==> src/rtl/bouncing_sprites.sv <==
// Multi-sprite motion and hit-test engine: N square sprites that bounce off the screen edges, plus a registered raster hit test.
// Optional sprite-sprite bounce: define BOUNCING_SPRITES_COLLIDE_EN (undefined: sprites pass through, collide_evt stays 0).
module bouncing_sprites #(
    parameter int H_RES       = 640,
    parameter int V_RES       = 480,
    parameter int SPRITE_SIZE = 54,
    parameter int N_SPRITES   = 4,
    parameter int STEP_W      = 4,
    parameter int COORD_W     = 10
) (
    input  logic                           clk,
    input  logic                           reset,
    input  logic                           frame_tick,
    input  logic                           run,
    input  logic                           load_en,
    input  logic [$clog2(N_SPRITES)-1:0]   load_id,
    input  logic [COORD_W-1:0]             load_x,
    input  logic [COORD_W-1:0]             load_y,
    input  logic [1:0]                     load_dir,
    input  logic [COORD_W-1:0]             counter_x,
    input  logic [COORD_W-1:0]             counter_y,
    output logic                           hit,
    output logic [$clog2(N_SPRITES)-1:0]   hit_id,
    output logic [COORD_W-1:0]             local_x,
    output logic [COORD_W-1:0]             local_y,
    output logic [N_SPRITES*COORD_W-1:0]   pos_x,
    output logic [N_SPRITES*COORD_W-1:0]   pos_y,
    output logic [N_SPRITES-1:0]           bounce_evt,
    output logic [N_SPRITES-1:0]           collide_evt
);
    localparam int ID_W = $clog2(N_SPRITES);
    localparam int CW1  = COORD_W + 1;
    localparam logic [CW1-1:0] X_MAX = CW1'(H_RES - SPRITE_SIZE);
    localparam logic [CW1-1:0] Y_MAX = CW1'(V_RES - SPRITE_SIZE);
    localparam logic [CW1-1:0] SIZE  = CW1'(SPRITE_SIZE);

    logic [N_SPRITES-1:0][COORD_W-1:0] r_x, r_y, w_nx, w_ny, w_offx, w_offy;
    logic [N_SPRITES-1:0]              r_dir_x, r_dir_y, w_ndx, w_ndy;
    logic [N_SPRITES-1:0]              w_bnc, w_flip, w_load, w_in;
    logic [N_SPRITES-1:0]              r_bounce, r_collide;
    logic [COORD_W-1:0]                w_ld_x, w_ld_y;
    logic                              w_hit, r_hit;
    logic [ID_W-1:0]                   w_hit_id, r_hit_id;
    logic [COORD_W-1:0]                w_lx, w_ly, r_lx, r_ly;

    // Returns {bounced, new_dir, new_pos}; one bit of headroom keeps pos+step from wrapping.
    function automatic logic [COORD_W+1:0] move_axis(
        input logic [COORD_W-1:0] pos,
        input logic               dir,
        input logic [CW1-1:0]     stp,
        input logic [CW1-1:0]     lim
    );
        logic [CW1-1:0] ext;
        ext = {1'b0, pos};
        if (dir) begin
            if (ext + stp >= lim) begin
                move_axis = {1'b1, 1'b0, lim[COORD_W-1:0]};
            end else begin
                ext       = ext + stp;
                move_axis = {1'b0, 1'b1, ext[COORD_W-1:0]};
            end
        end else begin
            if (ext <= stp) begin
                move_axis = {1'b1, 1'b1, {COORD_W{1'b0}}};
            end else begin
                ext       = ext - stp;
                move_axis = {1'b0, 1'b0, ext[COORD_W-1:0]};
            end
        end
    endfunction

    assign w_ld_x = ({1'b0, load_x} > X_MAX) ? X_MAX[COORD_W-1:0] : load_x;
    assign w_ld_y = ({1'b0, load_y} > Y_MAX) ? Y_MAX[COORD_W-1:0] : load_y;

    for (genvar g = 0; g < N_SPRITES; g++) begin : g_spr
        localparam logic [STEP_W-1:0] DX = STEP_W'(g + 1);
        localparam logic [STEP_W-1:0] DY = STEP_W'(N_SPRITES - g);
        logic [COORD_W+1:0] w_mx, w_my;

        // A pending collision flip is folded in before the step is taken.
        assign w_mx = move_axis(r_x[g], r_dir_x[g] ^ w_flip[g], {{(CW1-STEP_W){1'b0}}, DX}, X_MAX);
        assign w_my = move_axis(r_y[g], r_dir_y[g] ^ w_flip[g], {{(CW1-STEP_W){1'b0}}, DY}, Y_MAX);
        assign w_nx[g]   = w_mx[COORD_W-1:0];
        assign w_ny[g]   = w_my[COORD_W-1:0];
        assign w_ndx[g]  = w_mx[COORD_W];
        assign w_ndy[g]  = w_my[COORD_W];
        assign w_bnc[g]  = w_mx[COORD_W+1] | w_my[COORD_W+1];
        assign w_load[g] = load_en && (load_id == ID_W'(g));

        assign w_offx[g] = counter_x - r_x[g];
        assign w_offy[g] = counter_y - r_y[g];
        assign w_in[g]   = (counter_x >= r_x[g]) && ({1'b0, w_offx[g]} < SIZE) &&
                           (counter_y >= r_y[g]) && ({1'b0, w_offy[g]} < SIZE);
    end

`ifdef BOUNCING_SPRITES_COLLIDE_EN
    logic r_chk;

    always_comb begin
        w_flip = '0;
        for (int i = 0; i < N_SPRITES; i++) begin
            for (int j = 0; j < N_SPRITES; j++) begin
                if (r_chk && (i != j) &&
                    ({1'b0, r_x[i]} < {1'b0, r_x[j]} + SIZE) &&
                    ({1'b0, r_x[j]} < {1'b0, r_x[i]} + SIZE) &&
                    ({1'b0, r_y[i]} < {1'b0, r_y[j]} + SIZE) &&
                    ({1'b0, r_y[j]} < {1'b0, r_y[i]} + SIZE)) begin
                    w_flip[i] = 1'b1;
                end
            end
        end
    end
`else
    assign w_flip = '0;
`endif

    // Scan from the highest index down so the lowest covering sprite wins.
    always_comb begin
        w_hit    = 1'b0;
        w_hit_id = '0;
        w_lx     = '0;
        w_ly     = '0;
        for (int i = N_SPRITES - 1; i >= 0; i--) begin
            if (w_in[i]) begin
                w_hit    = 1'b1;
                w_hit_id = ID_W'(i);
                w_lx     = w_offx[i];
                w_ly     = w_offy[i];
            end
        end
    end

    always_ff @(posedge clk) begin
        if (reset) begin
            for (int i = 0; i < N_SPRITES; i++) begin
                r_x[i] <= COORD_W'(i * (SPRITE_SIZE + 8));
                r_y[i] <= '0;
            end
            r_dir_x   <= '1;
            r_dir_y   <= '1;
            r_bounce  <= '0;
            r_collide <= '0;
            r_hit     <= 1'b0;
            r_hit_id  <= '0;
            r_lx      <= '0;
            r_ly      <= '0;
`ifdef BOUNCING_SPRITES_COLLIDE_EN
            r_chk     <= 1'b0;
`endif
        end else begin
            r_bounce  <= '0;
            r_collide <= w_flip;
`ifdef BOUNCING_SPRITES_COLLIDE_EN
            r_chk     <= frame_tick & run;
`endif
            for (int i = 0; i < N_SPRITES; i++) begin
                if (w_load[i]) begin
                    r_x[i]     <= w_ld_x;
                    r_y[i]     <= w_ld_y;
                    r_dir_x[i] <= load_dir[1];
                    r_dir_y[i] <= load_dir[0];
                end else if (frame_tick && run) begin
                    r_x[i]      <= w_nx[i];
                    r_y[i]      <= w_ny[i];
                    r_dir_x[i]  <= w_ndx[i];
                    r_dir_y[i]  <= w_ndy[i];
                    r_bounce[i] <= w_bnc[i];
                end else if (w_flip[i]) begin
                    r_dir_x[i] <= ~r_dir_x[i];
                    r_dir_y[i] <= ~r_dir_y[i];
                end
            end
            r_hit    <= w_hit;
            r_hit_id <= w_hit_id;
            r_lx     <= w_lx;
            r_ly     <= w_ly;
        end
    end

    assign pos_x       = r_x;
    assign pos_y       = r_y;
    assign hit         = r_hit;
    assign hit_id      = r_hit_id;
    assign local_x     = r_lx;
    assign local_y     = r_ly;
    assign bounce_evt  = r_bounce;
    assign collide_evt = r_collide;
endmodule

==> config.mk <==
export PLATFORM = sky130hd
export DESIGN_NAME = bouncing_sprites
export DESIGN_NICKNAME = d
export VERILOG_FILES = /design/src/rtl/bouncing_sprites.sv
export SDC_FILE = /design/constraint.sdc
export NUM_CORES = 1
export LEC_CHECK = 0
export CAP_MARGIN = 40
export CORE_MARGIN = 4
export CORE_UTILIZATION = 40
export DETAILED_ROUTE_END_ITERATION = 7
export PLACE_DENSITY_LB_ADDON = 0.05
export SYNTH_ARGS = -nofsm -noshare
export SYNTH_HDL_FRONTEND = slang
export SYNTH_SLANG_ARGS = --single-unit
==> constraint.sdc <==
create_clock -name clk -period 10.05 [get_ports clk]
set_clock_uncertainty 0.05 [all_clocks]
set_input_delay 2.5125 -clock clk [delete_from_list [all_inputs] [get_ports clk]]
set_output_delay 2.5125 -clock clk [all_outputs]
set_load 0.1 [all_outputs]
==> results.json <==
{
  "crit_path_end_kind": "flip-flop",
  "finalNonFillerCells": 2512,
  "post_cts_resize_count": 0,
  "worstPathMaxFanout": 8,
  "antennaDiodeCount": 0,
  "mostFrequentLayoutCell": "nor2_1",
  "regArea_um2": 2300,
  "cp_cell_sequence": "clkdlybuf4s50_1 > ha_1 > nor2b_1 > o21ai_0 > o211ai_1 > or3_1 > mux2_2 > nor3_2 > nor4b_2 > buf_4 > or2_2 > o221ai_1 > a32o_1",
  "core_um2": 31900,
  "syn_to_final_growth_pct": 31.3,
  "power.density_nw_per_um2": 139,
  "syn_inst": 1877,
  "critPathSlowestCell": "clkdlybuf4s50_1",
  "nFillCells": 3050,
  "grt_pass1_vias": 14600,
  "met3_usage_pct": 4.30,
  "holdWs_ps": 559,
  "syn-cell-area_um2": 13100,
  "die_h_um": 189,
  "placed_cell_area_um2": 16600,
  "outcome": "finished clean",
  "critical_path_class": "in2reg",
  "place_inst": 2480,
  "finalSetupViolations": 0,
  "drc": 0,
  "vdd_drop_max_uv": 114,
  "grt_usage_pct": 30.1,
  "max_freq_mhz": 156,
  "cts_max_level": 4,
  "grt_setup_unrepaired": "false",
  "fin_crit_sh_pct": 63.7,
  "maxCapViolCount": 0,
  "fin_nets": 2223,
  "yosysUniqueCellTypes": 86,
  "grt_pass1_wl_um": 85500,
  "wl_um": 56000,
  "finalSetupTns_ps": 0,
  "first_pass_iters": 6,
  "rows": 65,
  "clk_latency_ps": 440,
  "grt_remaining_overflow": 0,
  "required_ps": 10320,
  "synth_edf_count": 0,
  "antenna_found_initial": 0,
  "clk_pin_slew_worst_paths_ps": 70,
  "ant_nets": 0,
  "synthArstFlopShare_pct": 0,
  "ys_ff_latch": 115,
  "syn_avg_cell_area_um2": 6.96,
  "worstHoldPathType": "reg2reg",
  "ios": 160,
  "ctsHoldBuffers": 0,
  "die-area_um2": 35600,
  "critPathBufInv": 2,
  "gp_congestion": 0.975,
  "die_x_um": 189,
  "routedWlPerCell_um": 22.3,
  "synth_ff_type": "dfxtp_1",
  "slew_viol_final": 0,
  "vias_per_cell": 6.28,
  "clock_path_buffers": 2,
  "slowest_delay_ps": 810,
  "cts_sinks": 115,
  "multi_input_area_um2": 9890,
  "cts_tree": "done",
  "postCtsSetupBuffers": 0,
  "slew-limit-headroom_pct": 33.5,
  "use_met1_pct": 40.5,
  "cts_inserted_buffers": 17,
  "crit_family": "simple AND/OR/NAND/NOR gates",
  "ys_warn_count": 0,
  "root_buffer": "clkbuf_16",
  "startpoint_type": "primary input",
  "final_area_um2": 17200,
  "grt_use_met2_pct": 48.6,
  "leakage_nw": 6.44,
  "first_iter_violations": 1771,
  "grt_start_max_net_pins": 60,
  "final_cell_mix": "nor2_1, clkdlybuf4s50_1, a21oi_1",
  "io_buffers": 155,
  "hold_viol": 0,
  "hpwl_um": 43000,
  "drive_gt1_share_pct": 8.86,
  "vias": 15800,
  "yosysSeqAreaShare_pct": 17.6,
  "layout_min_cycle_time_ps": 6400,
  "grt_busiest_layer": "met2",
  "worstPathArrival_ps": 6670,
  "start_util_pct": 41.0,
  "tightest_slew_ps": 988
}
==> per-stage QoR <==
| stage | total power [mW] | util, % | worst slack (ps) |
|---|---|---|---|
| 6_report | 2.38 | 53.8 | 3650 |
| 5_1_grt | 2.49 | 53.8 | 3360 |
| 4_1_cts | 2.36 | 53.8 | 3710 |
| 3_5_place_dp | 1.71 | 51.9 | 3270 |
| 3_3_place_gp | 1.61 | 46.5 | 3380 |
| 2_1_floorplan | 1.31 | - | 4460 |
==> area by class of cell <==
class	count	area share [%]
clock buffers	17	2.48
clock inverters	15	1.06
inverters	124	2.71
multi-input cells	1533	57.6
flip-flops and latches	115	13.4
well taps	435	3.17
repair buffers	273	19.5
==> worst reg2reg max path: cells and delay by family, from the launching register on <==
family                     cells  cell delay [ps]
and+or+nand+nor                2              820
AOI/OAI and AO/OA              8             1720
buffers and inverters          2              580
DFF                            1              720
adders and majority gates      1              410
==> layer usage <==
layer	wire length [µm]	part of all wire, %	up-vias
met2	25500	45	777
met4	2370	4.2	0
met1	23900	43	7462
met5	0	0	-
met3	4270	7.6	99
li1	-	-	7442
==> flip-flops by register name, indices dropped and copies added, names as in the netlist <==
name and flops:
bounce_evt 4, hit 1, hit_id 2, local_x 10, local_y 10, pos_x 40
pos_y 40, r_dir_x 4, r_dir_y 4
==> cell usage after synthesis, drive strengths merged (17+ instances only) <==
cell type,number,area (µm²)
a2111oi,28,245
a211oi,37,278
a21oi,148,744
a31oi,27,169
clkbuf,103,387
dfxtp,115,2300
ha,102,1280
inv,120,450
nand2,147,552
nand2b,22,138
nand3,83,420
nand4,30,188
nor2,171,642
nor2b,22,138
nor3,104,526
nor4,31,194
o211ai,24,180
o21a,17,128
o21ai,141,709
o221ai,17,149
o22ai,19,119
xnor2,53,464
==> power by group <==
group	total (mW)	internal [mW]	leakage [nW]	switching [mW]
sequential	0.575	0.487	0.946	0.0875
clock	0.654	0.378	0.298	0.277
combinational	1.15	0.415	5.20	0.735
total	2.38	1.28	6.44	1.10
==> path summary, 6_finish.rpt <==
kind,slack [ps],from,to,depth (start not counted)
worst max-delay path,3650,counter_y[1],local_x[0]$_SDFF_PP0_,13
worst min register to register,560,pos_x[10]$_SDFFE_PP0P_,pos_x[10]$_SDFFE_PP0P_,2
worst min-delay path,560,pos_x[10]$_SDFFE_PP0P_,pos_x[10]$_SDFFE_PP0P_,2
worst max register to register,5630,pos_x[22]$_SDFFE_PP1P_,local_x[0]$_SDFF_PP0_,13
==> cells by family (layout without fill, tap and decap cells) <==
group	count (synthesis)	in the layout	synth area share, %
muxes	13	13	1.04
buffers and inverters	240	429	7.12
other	1	12	0.0287
DFF	115	115	17.6
adders and majority gates	110	110	11.0
and+or+nand+nor	701	701	26.5
xor gates and xnor gates	68	68	4.56
AOI/OAI and AO/OA	629	629	32.2
(Power assumes the default switching activity.)
